### config.mk
export PLATFORM = sky130hd
export DESIGN_NAME = tft_capture_rx_flat
export DESIGN_NICKNAME = d
export VERILOG_FILES = /design/src/rtl/tft_capture_rx_if.sv /design/src/rtl/tft_capture_rx.sv /design/src/flat_wrapper.sv
export SDC_FILE = /design/constraint.sdc
export NUM_CORES = 1
export LEC_CHECK = 0
export ABC_AREA = 0
export CAP_MARGIN = 10
export CORE_AREA = 2 2 132 134
export DETAILED_ROUTE_END_ITERATION = 7
export DIE_AREA = 0 0 134 136
export PLACE_DENSITY = 0.6
export REMOVE_ABC_BUFFERS = 1
export SLEW_MARGIN = 10
export SYNTH_ARGS = -nofsm -noshare
export SYNTH_HDL_FRONTEND = slang
export SYNTH_SLANG_ARGS = --single-unit
### constraint.sdc
create_clock -name clk -period 10 [get_ports clk]
set_input_delay 2.5 -clock clk [delete_from_list [all_inputs] [get_ports clk]]
set_output_delay 2.5 -clock clk [all_outputs]
set_load 0.02 [all_outputs]
### src/rtl/tft_capture_rx_if.sv
// Parallel TFT video bus (DCLK/HS/VS/DE + RGB666) together with the write-FIFO
// side that carries captured pixels towards the SDRAM controller.
interface tft_capture_rx_if #(
  parameter int PAGE_W = 3
);
  logic               DCLK_in;
  logic               HS_in;
  logic               VS_in;
  logic               DE_in;
  logic [5:0]         R_in;
  logic [5:0]         G_in;
  logic [5:0]         B_in;
  logic               FIFO_full;
  logic               FIFO_WR_req;
  logic [PAGE_W+34:0] FIFO_in;

  modport master (
    output DCLK_in, HS_in, VS_in, DE_in, R_in, G_in, B_in, FIFO_full,
    input  FIFO_WR_req, FIFO_in
  );

  modport slave (
    input  DCLK_in, HS_in, VS_in, DE_in, R_in, G_in, B_in, FIFO_full,
    output FIFO_WR_req, FIFO_in
  );
endinterface

### src/rtl/tft_capture_rx.sv
// Oversampling TFT receiver: captures active RGB666 pixels, converts them to
// RGB565 and pushes {page,row,col,pixel} into the SDRAM write FIFO.
module tft_capture_rx #(
  parameter int H_ACTIVE = 800,
  parameter int V_ACTIVE = 480,
  parameter int PAGE_W   = 3
) (
  input  logic              clk,
  input  logic              rst,
  tft_capture_rx_if.slave   bus,
  input  logic              capture_en,
  input  logic [PAGE_W-1:0] page_set,
  input  logic              err_clr,
  output logic              frame_done,
  output logic [7:0]        frame_cnt,
  output logic              ovf_err,
  output logic              line_err,
  output logic              frame_err
);

  localparam logic [9:0] COL_END  = 10'(H_ACTIVE);
  localparam logic [8:0] ROW_LAST = 9'(V_ACTIVE - 1);

  typedef enum logic [1:0] {IDLE, WAIT_DE, LINE, DONE} state_t;

  state_t            state;
  logic [21:0]       sync1, sync2;
  logic [2:0]        edge_prev;
  logic              dclk_s, hs_s, vs_s, de_s;
  logic [5:0]        r_s, g_s, b_s;
  logic [2:0]        sync_unused;
  logic              pix_evt, pix_de, de_rise_evt, de_fall_evt, vs_fall_evt;
  logic [15:0]       pix_data;
  logic [8:0]        row;
  logic [9:0]        col;
  logic [PAGE_W-1:0] page;
  logic              take, col_full, wr, ovf_set, line_set, frame_set;

  assign {dclk_s, hs_s, vs_s, de_s, r_s, g_s, b_s} = sync2;
  // HS is carried through the synchroniser but the capture keys off DE only.
  assign sync_unused = {hs_s, r_s[0], b_s[0]};

  always_ff @(posedge clk or posedge rst) begin
    if (rst) begin
      sync1     <= '0;
      sync2     <= '0;
      edge_prev <= '0;
    end else begin
      sync1     <= {bus.DCLK_in, bus.HS_in, bus.VS_in, bus.DE_in,
                    bus.R_in, bus.G_in, bus.B_in};
      sync2     <= sync1;
      edge_prev <= {dclk_s, vs_s, de_s};
    end
  end

  // Registered edge events; the pixel is taken on the DCLK falling edge.
  always_ff @(posedge clk or posedge rst) begin
    if (rst) begin
      pix_evt     <= 1'b0;
      pix_de      <= 1'b0;
      de_rise_evt <= 1'b0;
      de_fall_evt <= 1'b0;
      vs_fall_evt <= 1'b0;
      pix_data    <= '0;
    end else begin
      pix_evt     <= edge_prev[2] & ~dclk_s;
      vs_fall_evt <= edge_prev[1] & ~vs_s;
      de_rise_evt <= ~edge_prev[0] & de_s;
      de_fall_evt <= edge_prev[0] & ~de_s;
      pix_de      <= de_s;
      pix_data    <= {r_s[5:1], g_s, b_s[5:1]};
    end
  end

  assign take      = (state == LINE) && pix_evt && pix_de;
  assign col_full  = (col == COL_END);
  assign wr        = take && !col_full && !bus.FIFO_full;
  assign ovf_set   = take && !col_full && bus.FIFO_full;
  assign line_set  = (take && col_full)
                   || ((state == LINE) && de_fall_evt && !col_full)
                   || ((state == DONE) && de_rise_evt);
  assign frame_set = vs_fall_evt && ((state == WAIT_DE) || (state == LINE));

  // Frame FSM; a VS fall restarts from any state, so it is handled first.
  always_ff @(posedge clk or posedge rst) begin
    if (rst) begin
      state       <= IDLE;
      row         <= '0;
      col         <= '0;
      page        <= '0;
      bus.FIFO_WR_req <= 1'b0;
      bus.FIFO_in <= '0;
      frame_done  <= 1'b0;
      frame_cnt   <= '0;
      ovf_err     <= 1'b0;
      line_err    <= 1'b0;
      frame_err   <= 1'b0;
    end else begin
      bus.FIFO_WR_req <= wr;
      frame_done  <= 1'b0;
      if (wr) begin
        bus.FIFO_in <= {page, row, col, pix_data};
      end
      ovf_err   <= (ovf_err & ~err_clr) | ovf_set;
      line_err  <= (line_err & ~err_clr) | line_set;
      frame_err <= (frame_err & ~err_clr) | frame_set;

      if (vs_fall_evt) begin
        if (capture_en) begin
          state <= WAIT_DE;
          row   <= '0;
          col   <= '0;
          page  <= page_set;
        end else begin
          state <= IDLE;
        end
      end else begin
        case (state)
          WAIT_DE: begin
            if (de_rise_evt) begin
              state <= LINE;
            end
          end
          LINE: begin
            if (take && !col_full) begin
              col <= col + 10'd1;
            end
            if (de_fall_evt) begin
              col <= '0;
              if (row == ROW_LAST) begin
                state      <= DONE;
                frame_done <= 1'b1;
                frame_cnt  <= frame_cnt + 8'd1;
              end else begin
                row   <= row + 9'd1;
                state <= WAIT_DE;
              end
            end
          end
          default: ;
        endcase
      end
    end
  end

endmodule
### src/flat_wrapper.sv
// flat-port wrapper written by rule: the top's interface ports become plain ports
module tft_capture_rx_flat 
#(
  parameter int H_ACTIVE = 800,
  parameter int V_ACTIVE = 480,
  parameter int PAGE_W   = 3
)
  (clk, rst, capture_en, page_set, err_clr, frame_done, frame_cnt, ovf_err, line_err, frame_err, bus_DCLK_in, bus_HS_in, bus_VS_in, bus_DE_in, bus_R_in, bus_G_in, bus_B_in, bus_FIFO_full, bus_FIFO_WR_req, bus_FIFO_in);
  tft_capture_rx_if #(.PAGE_W(PAGE_W)) bus_i ();
  input  logic clk;
  input  logic rst;
  input  logic capture_en;
  input  logic [PAGE_W-1:0] page_set;
  input  logic err_clr;
  output logic frame_done;
  output logic [7:0] frame_cnt;
  output logic ovf_err;
  output logic line_err;
  output logic frame_err;
  input wire logic [$bits(bus_i.DCLK_in)-1:0] bus_DCLK_in;
  input wire logic [$bits(bus_i.HS_in)-1:0] bus_HS_in;
  input wire logic [$bits(bus_i.VS_in)-1:0] bus_VS_in;
  input wire logic [$bits(bus_i.DE_in)-1:0] bus_DE_in;
  input wire logic [$bits(bus_i.R_in)-1:0] bus_R_in;
  input wire logic [$bits(bus_i.G_in)-1:0] bus_G_in;
  input wire logic [$bits(bus_i.B_in)-1:0] bus_B_in;
  input wire logic [$bits(bus_i.FIFO_full)-1:0] bus_FIFO_full;
  output wire logic [$bits(bus_i.FIFO_WR_req)-1:0] bus_FIFO_WR_req;
  output wire logic [$bits(bus_i.FIFO_in)-1:0] bus_FIFO_in;
  assign bus_i.DCLK_in = bus_DCLK_in;
  assign bus_i.HS_in = bus_HS_in;
  assign bus_i.VS_in = bus_VS_in;
  assign bus_i.DE_in = bus_DE_in;
  assign bus_i.R_in = bus_R_in;
  assign bus_i.G_in = bus_G_in;
  assign bus_i.B_in = bus_B_in;
  assign bus_i.FIFO_full = bus_FIFO_full;
  assign bus_FIFO_WR_req = bus_i.FIFO_WR_req;
  assign bus_FIFO_in = bus_i.FIFO_in;
  tft_capture_rx #(.H_ACTIVE(H_ACTIVE), .V_ACTIVE(V_ACTIVE), .PAGE_W(PAGE_W)) u_core (.clk(clk), .rst(rst), .bus(bus_i), .capture_en(capture_en), .page_set(page_set), .err_clr(err_clr), .frame_done(frame_done), .frame_cnt(frame_cnt), .ovf_err(ovf_err), .line_err(line_err), .frame_err(frame_err));
endmodule
==> impl_metrics.tcl <==
set metrics [dict create \
    finalWirelength_um 9330 \
    cts_tree "yes" \
    netlist-cell-type-count 46 \
    yosysTopAreaCell "dfrtp_1" \
    die_w_um 134 \
    cts_made_buffers 17 \
    hold_slack_ns 0.346 \
    outcome "finished clean" \
    yosysSeqAreaShare 0.690 \
    tightest_slew_ns 0.983 \
    postSynthCellCount 333 \
    via_per_inst 4.45 \
    io_pins 81 \
    end_kind "flip-flop" \
    antenna_found_initial 0 \
    finalMaxSlewViolations 0 \
    startpoint_type "primary input" \
    gp_congestion 0.791 \
    initial_core_util 0.292 \
    r2r_slack_ns 7.13 \
    finalHoldViolations 0 \
    cts_buffer_depth 2 \
    cts_hold_buf 0 \
    first_pass_iters 4 \
    postRouteAntennaNets 0 \
    yosys.area_share.simple 0.0908 \
    final_cell_mix "136 x dfrtp_1, 77 x clkdlybuf4s50_1, 34 x mux2_2" \
    dp_slack_ns 5.51 \
    final_common_cell "dfrtp_1" \
    setup_viol_count_final 0 \
    rsz0062_at_grt "no" \
    arrival_ns 4.32 \
    grt_pass1_wl_um 15600 \
    worstHoldStart "u_core.sync1[16]" \
    synth_mux_area_frac 0.113 \
    crit_fanout 25 \
    synth.avg_cell_area_um2 14.8 \
    leakagePower_nw 2.85 \
    grt_start_max_net_pins 81 \
    ys_top_cells_by_area "dfrtp_1 69%, mux2_2 7.8%, mux2_4 2.7%" \
    drv_cap 0 \
    synth_xor_area_frac 0.0195 \
    max_freq_mhz 248 \
    fin_setup_tns_ns 0 \
    synth-compound-area-share 0.0515 \
    fin_skew_ns 0.00591 \
    layout.nets 460 \
    routedWlPerCell_um 14.1 \
    regArea_um2 3400 \
    row_count 48 \
    die_h_um 136 \
    synth_area_um2 4930 \
    fin_crit_ns 4.03 \
    drt_iter0_drc 94 \
    cts-root-buf "clkbuf_16" \
    final_core_util 0.389 \
    io_buffers 77 \
    synth-async-reset-ratio 1.00 \
    synth-main-ff-cell "dfrtp_1" \
    power_density_nw_per_um2 251 \
    dr_total_vias 2943 \
    yosysWarnings 0 \
    r2r_start "u_core.state[0]" \
    stdcell_area_um2 6560 \
    ctsHtreeMaxLevel 4 \
    critPathRequiredTime_ns 10.29 \
    area_growth_pct 33.0 \
    crit_type "primary input to flip-flop" \
    setup_slack_ns 5.97 \
    cts_resized 0 \
    synth_fa_ha_area_frac 0.0178 \
    fin_crit_sh 0.403 \
    synth.top_cell.area_share 0.690 \
    grt_pass1_vias 3029 \
    min_to "u_core.sync2[16]" \
    final_cells 661 \
    coreArea_um2 16900 \
    hold_class "flip-flop to flip-flop" \
    overflow 0 \
    hpwl_um 6180 \
    r2r_end "u_core.bus.FIFO_in[30]" \
    synth_edf_count 0 \
    drc_errors 0 \
    insertion_delay_ns 0.41 \
    clkSlewWorstSetupHoldPaths_ns 0.06 \
    multi_input_area_um2 1440 \
    postCtsSetupRepairBufs 0 \
    hold_depth 0 \
    p_total_mw 1.65 \
    clock-sinks 136 \
    die-area_um2 18200 \
    drive_gt1_frac 0.190 \
    dpl-instance-area_um2 5950 \
    ys_ff_latch 136 \
    antennaDiodeCount 0 \
    reg2reg_depth 7 \
    irDropWorstVdd_mv 0.142 \
    fillers 1586 \
    dpl.cell_count 629 \
    synth_top_family_by_area "multiplexers" \
    timing.slew.headroom 0.345 \
    gr-usage-all-layers 0.112 \
]
## cell type report
cell class,count,share of cell area
Clock inverter,14,0.0269
Sequential cell,136,0.519
Tap cell,225,0.0429
Inverter,9,0.00591
Timing Repair Buffer,79,0.120
Multi-Input combinational cell,180,0.220
Clock buffer,18,0.0654
## Yosys cell counts, types with 2 or more instances
library cell	count
a21oi_1	8
a22o_1	2
and2_1	3
and3_1	5
buf_2	2
clkbuf_1	4
dfrtp_1	136
ha_1	7
inv_1	9
mux2_2	34
mux2_4	9
mux2i_1	4
nand2_1	15
nand2b_1	6
nand3_1	4
nand3b_1	2
nand4_1	11
nor2_1	8
nor2b_1	4
nor3_1	3
nor4_1	2
o211ai_1	2
o21ai_0	12
o2bb2ai_1	4
o31ai_1	5
or2_2	2
or3_1	2
xnor2_1	6
xor2_1	5
## worst max-delay path by stage
stage	startpoint	to	slack, ns	cells past startpoint
6_report	bus_FIFO_full	u_core.bus.FIFO_in[30]	5.97	4
5_1_grt	rst	u_core.pix_data[6]	5.79	3
2_1_floorplan	rst	u_core.bus.FIFO_WR_req	3.86	1
4_1_cts	bus_FIFO_full	u_core.bus.FIFO_in[30]	5.95	4
3_5_place_dp	bus_FIFO_full	u_core.bus.FIFO_in[30]	5.51	4
3_3_place_gp	bus_FIFO_full	u_core.bus.FIFO_in[29]	5.57	4
## layer usage
layer | vias to the layer above | wire, um | GRT usage
met5 | - | 0 | 0
met4 | 0 | 204 | 0.0532
met3 | 15 | 477 | 0.0395
met2 | 71 | 4620 | 0.176
met1 | 1493 | 4020 | 0.139
li1 | 1364 | - | -
## sequential cells by signal (all words and copies together), names as in the netlist
signal,flops
u_core.bus.FIFO_in,38
u_core.sync1,19
u_core.sync2,19
u_core.pix_data,16
u_core.col,10
u_core.row,9
u_core.frame_cnt,8
u_core.edge_prev,3
u_core.page,3
u_core.state,2
u_core.bus.FIFO_WR_req,1
u_core.de_fall_evt,1
u_core.de_rise_evt,1
u_core.frame_done,1
u_core.frame_err,1
u_core.line_err,1
u_core.ovf_err,1
u_core.pix_evt,1
u_core.vs_fall_evt,1
## worst max-delay path: stages
cell	delay, ns
clkdlybuf4s50_1	0.47
nor2b_4	0.48
buf_4	0.47
mux2_2	0.39
## power breakdown
part           internal [mW]  total (mW)  switching [mW]
sequential             0.632       0.685          0.0535
clock                  0.394       0.631           0.238
combinational          0.174       0.330           0.155
total                   1.20        1.65           0.447
## cell families (layout without fill, tap and decap cells)
kind of cell | after synthesis | count (layout)
and+or+nand+nor | 76 | 76
buffers and inverters | 17 | 120
DFF | 136 | 136
AOI/OAI and AO/OA | 39 | 39
xor gates and xnor gates | 11 | 11
adders and majority gates | 7 | 7
muxes | 47 | 47
Note: power is estimated with default switching activity, not from simulation.
